**config.mk**
```make
export PLATFORM = sky130hd
export DESIGN_NAME = seg_scan_driver
export DESIGN_NICKNAME = d
export VERILOG_FILES = /design/src/rtl/seg_pkg.sv /design/src/rtl/seg_hex_decode.sv /design/src/rtl/seg_scan_driver.sv
export SDC_FILE = /design/constraint.sdc
export NUM_CORES = 1
export LEC_CHECK = 0
export ABC_AREA = 0
export CAP_MARGIN = 20
export CELL_PAD_IN_SITES_DETAIL_PLACEMENT = 1
export CELL_PAD_IN_SITES_GLOBAL_PLACEMENT = 1
export CORE_UTILIZATION = 46
export DETAILED_ROUTE_END_ITERATION = 10
export PLACE_DENSITY_LB_ADDON = 0.1
export SLEW_MARGIN = 20
export SYNTH_ARGS = -nofsm -noshare
export SYNTH_HDL_FRONTEND = slang
export SYNTH_SLANG_ARGS = --single-unit
```
**constraint.sdc**
```tcl
create_clock -name clk -period 4 [get_ports clk]
set_clock_uncertainty 0.2 [all_clocks]
set_input_delay 1 -clock clk [delete_from_list [all_inputs] [get_ports clk]]
set_output_delay 1 -clock clk [all_outputs]
set_load 0.02 [all_outputs]
```
**src/rtl/seg_pkg.sv**
```systemverilog
// Shared types and the hex-to-segment table for the 7-segment scan driver.
// Segment vectors are ordered gfedcba (bit6 = g, bit0 = a) and are always
// active-high here; any pin polarity inversion happens in the driver output stage.
package seg_pkg;

   typedef logic [6:0] seg_t;

   // All segments dark in active-high form.
   localparam seg_t SEG_OFF = 7'h00;

   // Maps one hex nibble to its active-high segment pattern. All 16 codes are defined.
   function automatic seg_t hex2seg(input logic [3:0] nib);
      seg_t seg;
      case (nib)
         4'h0:    seg = 7'h3F;
         4'h1:    seg = 7'h06;
         4'h2:    seg = 7'h5B;
         4'h3:    seg = 7'h4F;
         4'h4:    seg = 7'h66;
         4'h5:    seg = 7'h6D;
         4'h6:    seg = 7'h7D;
         4'h7:    seg = 7'h07;
         4'h8:    seg = 7'h7F;
         4'h9:    seg = 7'h6F;
         4'hA:    seg = 7'h77;
         4'hB:    seg = 7'h7C;
         4'hC:    seg = 7'h39;
         4'hD:    seg = 7'h5E;
         4'hE:    seg = 7'h79;
         default: seg = 7'h71;
      endcase
      return seg;
   endfunction

endpackage

```
**src/rtl/seg_hex_decode.sv**
```systemverilog
// Combinational nibble-to-segment decoder. It produces the active-high
// gfedcba pattern; the caller applies any pin polarity.
module seg_hex_decode
   import seg_pkg::*;
(
   input  logic [3:0] nib_i,
   output seg_t       seg_o
);

   assign seg_o = hex2seg(nib_i);

endmodule

```
**src/rtl/seg_scan_driver.sv**
```systemverilog
// Time-multiplexed N-digit 7-segment display driver.
// It double-buffers a packed hex value so the display never tears mid-frame.
// It scans one digit per slot and keeps all anodes off for GUARD cycles at the
// start of each slot to prevent ghosting.
// Optional build macro: SEG_LZB_EN enables leading-zero blanking. Digit 0 is
// never blanked by this feature.
module seg_scan_driver
   import seg_pkg::*;
#(
   parameter int DIGITS      = 4,
   parameter int SCAN_DIV    = 100000,
   parameter int GUARD       = 16,
   parameter bit SEG_ACT_LOW = 1'b0,
   parameter bit AN_ACT_LOW  = 1'b1
) (
   input  logic                  clk,
   input  logic                  rst_n,
   input  logic                  en,
   input  logic                  load,
   input  logic [4*DIGITS-1:0]   value_i,
   input  logic [DIGITS-1:0]     blank_i,
   output logic                  frame_o,
   output logic [DIGITS-1:0]     an_o,
   output logic [6:0]            seg_o
);

   localparam int CNT_W = (SCAN_DIV > 1) ? $clog2(SCAN_DIV) : 1;
   localparam int IDX_W = (DIGITS > 1) ? $clog2(DIGITS) : 1;

   // Inactive pin levels. XOR-ing an active-high vector with these applies the pin polarity.
   localparam logic [DIGITS-1:0] AN_IDLE  = AN_ACT_LOW  ? '1 : '0;
   localparam seg_t              SEG_IDLE = SEG_ACT_LOW ? ~SEG_OFF : SEG_OFF;

   logic [CNT_W-1:0]      cnt_q, cnt_d;
   logic [IDX_W-1:0]      idx_q, idx_d;
   logic [4*DIGITS-1:0]   pend_q, pend_d;
   logic [DIGITS-1:0]     pend_blank_q, pend_blank_d;
   logic                  pend_vld_q, pend_vld_d;
   logic [4*DIGITS-1:0]   disp_q, disp_d;
   logic [DIGITS-1:0]     disp_blank_q, disp_blank_d;
   logic                  frame_q, frame_d;
   logic [DIGITS-1:0]     an_q, an_d;
   seg_t                  seg_q, seg_d;

   logic                  slot_end;
   logic                  frame_end;
   logic                  lit;
   logic                  digit_blank;
   logic [3:0]            cur_nib;
   seg_t                  dec_seg;
   logic [DIGITS-1:0]     lzb_mask;

   assign slot_end  = en && (cnt_q == CNT_W'(SCAN_DIV - 1));
   assign frame_end = slot_end && (idx_q == IDX_W'(DIGITS - 1));
   assign lit       = en && (cnt_q >= CNT_W'(GUARD));
   assign cur_nib   = disp_q[{idx_q, 2'b00} +: 4];

   seg_hex_decode u_dec (
      .nib_i (cur_nib),
      .seg_o (dec_seg)
   );

`ifdef SEG_LZB_EN
   logic lzb_zero_above;

   // A digit is blanked when it and every digit to its left hold zero. Digit 0 is always kept.
   always_comb begin
      lzb_mask       = '0;
      lzb_zero_above = 1'b1;
      for (int i = DIGITS - 1; i >= 1; i--) begin
         lzb_zero_above = lzb_zero_above & (disp_q[4*i +: 4] == 4'h0);
         lzb_mask[i]    = lzb_zero_above;
      end
   end
`else
   assign lzb_mask = '0;
`endif

   assign digit_blank = disp_blank_q[idx_q] | lzb_mask[idx_q];

   // Next-state logic: prescaler/index, double buffer, frame pulse and pin drive.
   always_comb begin
      // NOTE: every *_d is defaulted to its held value first so no branch can infer a latch.
      cnt_d        = cnt_q;
      idx_d        = idx_q;
      pend_d       = pend_q;
      pend_blank_d = pend_blank_q;
      pend_vld_d   = pend_vld_q;
      disp_d       = disp_q;
      disp_blank_d = disp_blank_q;
      frame_d      = frame_end;
      an_d         = AN_IDLE;
      seg_d        = SEG_IDLE;

      if (en) begin
         if (slot_end) begin
            cnt_d = '0;
            idx_d = frame_end ? '0 : idx_q + 1'b1;
         end else begin
            cnt_d = cnt_q + 1'b1;
         end
      end

      if (load) begin
         pend_d       = value_i;
         pend_blank_d = blank_i;
         pend_vld_d   = 1'b1;
      end

      // The display buffer only changes on a frame boundary. A load on that same cycle bypasses the pending buffer.
      if (frame_end) begin
         pend_vld_d = 1'b0;
         if (load) begin
            disp_d       = value_i;
            disp_blank_d = blank_i;
         end else if (pend_vld_q) begin
            disp_d       = pend_q;
            disp_blank_d = pend_blank_q;
         end
      end

      if (lit) begin
         an_d = AN_IDLE ^ (DIGITS'(1) << idx_q);
         if (!digit_blank) begin
            seg_d = dec_seg ^ SEG_IDLE;
         end
      end
   end

   // State register with synchronous active-low reset. A reset discards any pending load.
   always_ff @(posedge clk) begin
      // NOTE: non-blocking assignments so every register samples pre-edge values.
      if (!rst_n) begin
         cnt_q        <= '0;
         idx_q        <= '0;
         pend_q       <= '0;
         pend_blank_q <= '0;
         pend_vld_q   <= 1'b0;
         disp_q       <= '0;
         disp_blank_q <= '1;
         frame_q      <= 1'b0;
         an_q         <= AN_IDLE;
         seg_q        <= SEG_IDLE;
      end else begin
         cnt_q        <= cnt_d;
         idx_q        <= idx_d;
         pend_q       <= pend_d;
         pend_blank_q <= pend_blank_d;
         pend_vld_q   <= pend_vld_d;
         disp_q       <= disp_d;
         disp_blank_q <= disp_blank_d;
         frame_q      <= frame_d;
         an_q         <= an_d;
         seg_q        <= seg_d;
      end
   end

   assign frame_o = frame_q;
   assign an_o    = an_q;
   assign seg_o   = seg_q;

endmodule

```
==> results.yml, run 1 <==
status:
  status: "completed"
synth:
  ys_warn_count: 0
  syn-cell-area_um2: 3150
  synth_top_area_cell: "dfxtp_1"
  synth_edf_count: 0
  synthFlopType: "dfxtp_1"
  synth_nets: 359
  ys_top_cells_by_area: "dfxtp_1 46%, mux2i_1 8.6%, nor2_1 7.2%"
  synthCells: 322
  ys_ff_latch: 72
  seq_area_frac_synth: 0.458
  syn_avg_cell_area_um2: 9.78
  yosysUniqueCellTypes: 39
  async_flop_share: 0
  synth_top_area_frac: 0.458
setup_path:
  crit_type: "primary input to flop"
  critical_path.max_fanout: 16
  end_kind: "flop"
  startpoint_type: "primary input"
  crit_required_ns: 4.00
  reg2reg_depth: 5
  crit_arrival_ns: 2.95
clocking:
  cts_buffers: 9
  cts-htree-levels: 3
  cts_buffer_depth: 2
  cts_resized: 0
  holdBufCountCts: 0
  post_cts_buffers: 0
  cts.sink_count: 72
  clk_pin_slew_worst_paths_ns: 0.08
  ctsRootBufferMaster: "clkbuf_8"
  cts_tree: "done"
  clk_latency_ns: 0.35
cells_and_area:
  final-seq-area_um2: 1440
  multi_input_area_um2: 1570
  final_common_cell: "dfxtp_1"
  final_cell_mix: "72 x dfxtp_1, 60 x nor2_1, 35 x clkdlybuf4s50_1"
  synthToLayoutAreaGrowth_pct: 18.3
  nets: 392
  drive_above_1_share: 0.125
  fillers: 718
  n_antenna_cell: 0
place:
  gp_congestion: 0.780
  port_buffers: 35
  place.detailed.hpwl_um: 4820
timing:
  fmax_mhz: 340
  setup_viol_count_final: 0
  slew_headroom: 0.347
  finalCritPeriodShare: 0.735
  setup_tns_ns: 0
  period_minus_slack_ns: 2.94
  slew_violations: 0
  tightest_slew_ns: 0.952
  finalHoldViolCount: 0
  rsz0062_at_grt: "false"
die:
  start_util: 0.485
  die_h_um: 84.7
  core_area_um2: 6490
  dieArea_um2: 7180
  rows: 29
  io_pins: 36
  die_x_um: 84.7
pwr:
  power_per_cell_area_nw_per_um2: 367
  power_leakage_nw: 1.47
  finalPower_mw: 1.37
  ir_drop_uv: 233
global_routing:
  overflow: 0
  grt_use_total: 0.207
  grt_pass1_wl_um: 11700
  antenna_found_initial: 0
  grt_pass1_vias: 2446
  grt_max_degree: 40
job:
  max_cap_violations: 0
route:
  routed_wl_um: 6760
  post_drt_wl_per_cell_um: 15.5
  drtIter0Drc: 93
  drc_errors: 0
  vias: 2342
  avgViaCountPerCell: 5.36
  ant_nets: 0
  dr.pass1.iters: 6
worst_hold_path:
  hp-class: "flop to flop"
  hold_depth: 2
-- report_power, final --
group | internal (mW) | leakage (nW) | switching, mW
clock | 0.285 | 0.0920 | 0.271
combinational | 0.0365 | 0.795 | 0.0380
sequential | 0.731 | 0.585 | 0.00502
total | 1.05 | 1.47 | 0.314
-- logic make-up (layout without fill, tap and decap cells) --
group,Yosys count,in the layout,share of synthesized area
compound gates,38,38,0.105
xor+xnor,15,15,0.0417
fa+ha+maj,13,13,0.0517
buf+inv,30,68,0.0433
flops,72,72,0.458
mux,37,37,0.132
simple gates,117,117,0.168
-- per-stage QoR --
stage	instance area, um2	cells	worst slack, ns	hold WS [ns]	util
CTS	3730	437	1.06	0.317	0.574
global route	3730	437	0.952	0.337	0.574
global placement	3540	421	0.757	0.268	0.545
finish	3730	437	1.06	0.310	0.574
detailed placement	3540	421	0.686	0.294	0.545
floorplan	3150	322	1.36	0.251	-
-- sequential cells by signal (all words and copies together), names as in the netlist --
| register | cells |
|---|---|
| cnt_q | 17 |
| disp_q | 16 |
| pend_q | 16 |
| seg_o | 7 |
| an_o | 4 |
| disp_blank_q | 4 |
| pend_blank_q | 4 |
| idx_q | 2 |
| frame_o | 1 |
| pend_vld_q | 1 |
-- worst max-delay path, stage by stage --
cell	delay (ns)
clkdlybuf4s50_1	0.62
nand4_1	0.25
or3_1	0.47
nand2_1	0.48
o22ai_1	0.13
-- cell usage after synthesis, drive strengths merged (7+ instances only) --
master / count
dfxtp: 72
nor2: 60
mux2i: 27
nand2: 27
a211oi: 16
ha: 13
inv: 13
xor2: 10
clkbuf: 9
buf: 8
mux2: 7
-- routing by layer --
| layer | GRT usage | share of wire | up-vias |
|---|---|---|---|
| met5 | 0 | 0 | - |
| met4 | 0.0647 | 0.010 | 0 |
| met3 | 0.0590 | 0.028 | 7 |
| met2 | 0.349 | 0.49 | 35 |
| met1 | 0.257 | 0.47 | 1134 |
| li1 | - | - | 1166 |
-- final cells by class --
cell class,count,area share
multi-input combinational,220,0.422
sequential,72,0.387
timing repair buffer,39,0.102
clock buffer,10,0.0343
tap,77,0.0259
clock inverter,6,0.0161
inverter,13,0.0131
-- final timing paths --
kind                                        startpoint                endpoint  slack (ns)
worst max register to register   idx_q[0]$_SDFFE_PN0P_     seg_o[3]$_SDFF_PP0_        1.25
worst max-delay path                                en   cnt_q[0]$_SDFFE_PN0P_        1.06
worst min-delay path            pend_q[0]$_SDFFE_PN0P_  pend_q[0]$_SDFFE_PN0P_        0.31
worst min register to register  pend_q[0]$_SDFFE_PN0P_  pend_q[0]$_SDFFE_PN0P_        0.31
Power figures use the tool's default switching activity.
==> run 2, diff against run 1 <==
Settings changed: CORE_UTILIZATION 46 to 43.
Clock period 4 ns to 2.9 ns, I/O delays scaled along.
==> run 2 against run 1 <==
Combinational power increased by 48%. Register-to-register slack got worse by 0.79 ns. Via count grew 0.85%. Worst setup slack worse by 0.59 ns. Clock-buffer cell count unchanged. Sequential share of layout area shrank 1.5 points. Cell count grew 6.2%. Flip-flop and latch count stayed put. Die area rose by 6.8%. Wire length is 2.7% higher. Critical path type is now flop to flop. Largest cell class unchanged. Highest routed layer unchanged.
==> results.yml, run 2 (same netlist as run 1, synthesis figures left out) <==
status:
  status: "completed"
pwr:
  power_leakage_nw: 1.53
  ir_drop_uv: 307
  power_per_cell_area_nw_per_um2: 523
  finalPower_mw: 2.03
die:
  rows: 30
  die_h_um: 87.6
  dieArea_um2: 7670
  io_pins: 36
  die_x_um: 87.6
  core_area_um2: 6940
  start_util: 0.454
timing:
  tightest_slew_ns: 0.584
  finalCritPeriodShare: 0.840
  slew_headroom: 0.600
  slew_violations: 0
  setup_slack_ns: 0.464
  period_minus_slack_ns: 2.44
  setup_viol_count_final: 0
  fmax_mhz: 411
  rsz0062_at_grt: "false"
  setup_tns_ns: 0
  finalHoldViolCount: 0
global_routing:
  antenna_found_initial: 0
  grt_pass1_wl_um: 11600
  grt_use_total: 0.200
  grt_max_degree: 33
  grt_pass1_vias: 2381
  overflow: 0
clocking:
  cts_buffers: 9
  cts_buffer_depth: 2
  cts-htree-levels: 3
  ctsRootBufferMaster: "clkbuf_8"
  holdBufCountCts: 0
  cts_tree: "done"
  post_cts_buffers: 0
  cts.sink_count: 72
  clk_pin_slew_worst_paths_ns: 0.07
  cts_resized: 0
  clk_latency_ns: 0.35
place:
  gp_congestion: 0.761
  placed_cells: 448
  port_buffers: 35
  place.detailed.hpwl_um: 4820
  pre_cts_slack_ns: 0.184
cells_and_area:
  final_cell_mix: "72 x dfxtp_1, 60 x nor2_1, 35 x clkdlybuf4s50_1"
  regMostFlops: "cnt_q"
  drive_above_1_share: 0.147
  final-seq-area_um2: 1440
  largest_reg_flops: 17
  nets: 400
  instances_no_fill: 464
  fillers: 793
  largest_registers: "cnt_q x17, disp_q x16, pend_q x16"
  multi_input_area_um2: 1570
  final_util: 0.558
  final_common_cell: "dfxtp_1"
  synthToLayoutAreaGrowth_pct: 23.1
  n_antenna_cell: 0
setup_path:
  crit_required_ns: 2.93
  critical_path.max_fanout: 10
  crit_type: "flop to flop"
  crit_arrival_ns: 2.46
  startpoint_type: "flop"
  end_kind: "flop"
route:
  drtIter0Drc: 105
  drc_errors: 0
  avgViaCountPerCell: 5.09
  ant_nets: 0
  routed_wl_um: 6940
  vias: 2362
  dr.pass1.iters: 4
  post_drt_wl_per_cell_um: 15.0
worst_hold_path:
  hp-class: "flop to flop"
job:
  max_cap_violations: 0
==> run 2: worst max-delay path: stages, from the launching register on <==
cell	delay, ns
dfxtp_1	0.59
mux4_2	0.45
inv_1	0.16
ha_1	0.33
nor3_1	0.10
a311oi_1	0.28
a21o_1	0.13
a21oi_1	0.06
==> run 2: final cells by class <==
cell class                 count  area share
clock buffer                  10      0.0355
clock inverter                 6      0.0236
inverter                      13      0.0126
multi-input combinational    220       0.405
sequential                    72       0.372
tap                           96      0.0310
timing repair buffer          47       0.120
==> run 2: metal layers <==
metal	wire, um	part of all wire	track usage	vias up
met3	167	0.024	0.0377	10
met2	3150	0.45	0.322	36
met1	3510	0.51	0.265	1133
met4	106	0.015	0.0775	0
li1	-	-	-	1183
met5	0	0	0	-
==> run 2: metrics by stage <==
| stage | area (um2) | hold WS, ns |
|---|---|---|
| 6_report | 3880 | 0.290 |
| 3_3_place_gp | 3650 | 0.276 |
| 4_1_cts | 3880 | 0.301 |
| 5_1_grt | 3880 | 0.321 |
| 3_5_place_dp | 3650 | 0.283 |
| 2_1_floorplan | 3150 | 0.251 |
==> run 2: worst paths after layout <==
path                                      from                      endpoint  slack [ns]  cells after the start
hold reg to reg   pend_blank_q[2]$_SDFFE_PN0P_  pend_blank_q[2]$_SDFFE_PN0P_        0.29                      2
setup reg to reg         idx_q[1]$_SDFFE_PN0P_           seg_o[0]$_SDFF_PP0_        0.46                      7
hold / removal    pend_blank_q[2]$_SDFFE_PN0P_  pend_blank_q[2]$_SDFFE_PN0P_        0.29                      2
setup / recovery         idx_q[1]$_SDFFE_PN0P_           seg_o[0]$_SDFF_PP0_        0.46                      7
==> run 2: where the power goes <==
group | internal (mW) | switching [mW]
Sequential | 1.01 | 0.00716
Combinational | 0.0548 | 0.0549
Clock | 0.510 | 0.393
==> run 3, diff against run 2 <==
Settings changed: CORE_UTILIZATION 43 to 39.
Clock period 2.9 ns to 2 ns, I/O delays scaled along.
==> run 3 against run 2 <==
The flow now finishes with violations (negative setup slack). Sequential power grew 46%. Global-route usage shrank 0.60 points. Flip-flop and latch count is the same. Worst setup slack lost 0.55 ns. Critical endpoint is now seg_o[3]$_SDFF_PP0_. Largest power group unchanged.
==> results.yml, run 3 (same netlist as run 1, synthesis figures left out) <==
setup_path:
  startpoint_type: "flop"
  reg2reg_depth: 7
  critPathBufInv: 2
  crit_type: "flop to flop"
  r2r-end: "seg_o[3]$_SDFF_PP0_"
  crit_required_ns: 2.09
  crit_arrival_ns: 2.17
  cp_slowest_cell: "dfxtp_4"
  regToRegSetupSlack_ns: -0.08
  end_kind: "flop"
  critical_path.max_fanout: 9
  critPathMaxStageDelay_ns: 0.39
  cp_cell_sequence: "buf_6 > mux2_2 > mux2i_1 > buf_4 > mux2i_2 > nor2_1 > nor3b_2"
  rr_startpoint: "idx_q[0]$_SDFFE_PN0P_"
  critPathTopFamily: "multiplexers"
die:
  die_h_um: 91.9
  dieArea_um2: 8440
  die_x_um: 91.9
  io_pins: 36
  core_area_um2: 7770
  start_util: 0.405
  rows: 32
route:
  drc_errors: 0
  avgViaCountPerCell: 5.02
  routed_wl_um: 8200
  drtIter0Drc: 64
  post_drt_wl_per_cell_um: 16.0
  vias: 2576
  dr.pass1.iters: 4
  ant_nets: 0
clocking:
  cts-htree-levels: 3
  cts.sink_count: 72
  cts_tree: "done"
  clk_pin_slew_worst_paths_ns: 0.08
  ctsRootBufferMaster: "clkbuf_8"
  clk_latency_ns: 0.35
  cts_buffers: 9
  holdBufCountCts: 0
  cts_buffer_depth: 2
status:
  status: "complete, but fails checks"
  violations: "negative setup slack"
global_routing:
  overflow: 0
  grt_pass1_vias: 2565
  grt_use_total: 0.194
  grt_max_degree: 36
  antenna_found_initial: 0
  grt_pass1_wl_um: 12600
cells_and_area:
  nets: 443
  final-seq-area_um2: 1460
  n_antenna_cell: 0
  regMostFlops: "cnt_q"
  drive_above_1_share: 0.345
  multi_input_area_um2: 1750
  final_util: 0.576
  largest_registers: "cnt_q x17, disp_q x16, pend_q x16"
  final_cell_mix: "63 x dfxtp_1, 59 x nor2_1, 43 x buf_4"
  synthToLayoutAreaGrowth_pct: 42.1
  instances_no_fill: 513
  fillers: 867
  final_common_cell: "dfxtp_1"
  largest_reg_flops: 17
pwr:
  clkPwrFrac: 0.441
  power_frac_comb: 0.060
  power.share.sequential: 0.500
  netSwitchingFraction: 0.233
  p_int_mw: 2.25
  power_per_cell_area_nw_per_um2: 657
  finalPower_mw: 2.94
  p_sw_uw: 685
  ir_drop_uv: 291
  power_leakage_nw: 1.88
timing:
  fmax_mhz: 480
  hold_slack_ns: 0.307
  setup_slack_ns: -0.0848
  setup_tns_ns: -0.218
  slew_violations: 0
  tightest_slew_ns: 0.451
  setup_viol_count_final: 6
  period_minus_slack_ns: 2.08
  slew_headroom: 0.693
  rsz0062_at_grt: "true"
  finalCritPeriodShare: 1.04
  finalHoldViolCount: 0
place:
  gp_congestion: 0.760
  place.detailed.hpwl_um: 5130
  placed_cells: 489
  port_buffers: 35
worst_hold_path:
  min_to: "pend_blank_q[2]$_SDFFE_PN0P_"
  hp-class: "flop to flop"
  min_from: "pend_blank_q[2]$_SDFFE_PN0P_"
  hold_depth: 2
job:
  max_cap_violations: 0
-- run 3: worst reg2reg max path, stage by stage (launching register included) --
cell     delay (ns)
dfxtp_4        0.39
buf_6          0.16
mux2_2         0.36
mux2i_1        0.23
buf_4          0.21
mux2i_2        0.23
nor2_1         0.07
nor3b_2        0.17
-- run 3: routing by layer --
metal | routed length, um | share of wire | global-route usage
met1 | 3930 | 0.48 | 0.257
met2 | 4020 | 0.49 | 0.308
met3 | 188 | 0.023 | 0.0423
met4 | 69 | 0.0084 | 0.0703
met5 | 0 | 0 | 0
-- run 3: area by class of cell --
class,instances,area share
timing repair buffer,90,0.194
sequential,72,0.325
clock inverter,7,0.0213
inverter,13,0.0115
clock buffer,9,0.0277
multi-input combinational,220,0.391
tap,102,0.0285
-- run 3: how the worst max path moves through the flow --
stage	startpoint	to	depth (start not counted)
6_report	idx_q[0]$_SDFFE_PN0P_	seg_o[3]$_SDFF_PP0_	7
5_1_grt	idx_q[0]$_SDFFE_PN0P_	seg_o[0]$_SDFF_PP0_	7
4_1_cts	idx_q[0]$_SDFFE_PN0P_	seg_o[0]$_SDFF_PP0_	7
3_5_place_dp	en	disp_blank_q[1]$_SDFFE_PN1P_	6
3_3_place_gp	en	disp_blank_q[1]$_SDFFE_PN1P_	6
2_1_floorplan	idx_q[0]$_SDFFE_PN0P_	seg_o[0]$_SDFF_PP0_	8
-- run 3: stage by stage --
step	setup WS [ns]	cell area [um2]
final	-0.0848	4470
after global routing	-0.176	4470
after CTS	-0.0308	4300
after detailed placement	-0.470	3960
after global placement	-0.407	3960
after floorplan	-0.0385	3200
-- run 3: what timing repair did --
action                                  in CTS  in global routing
resized for setup                           17                 45
gates cloned                                 1                  1
buffers inserted                             5                  2
endpoints found under the setup margin      45                 43
pin swaps                                    8                 29
-- run 3: power groups by stage --
stage	logic (mW)	registers [mW]	clock network (mW)
after floorplan	0.0873	1.50	0
after global placement	0.170	1.50	0
after detailed placement	0.173	1.50	0
after CTS	0.173	1.47	1.32
after global routing	0.191	1.47	1.39
final	0.175	1.47	1.29
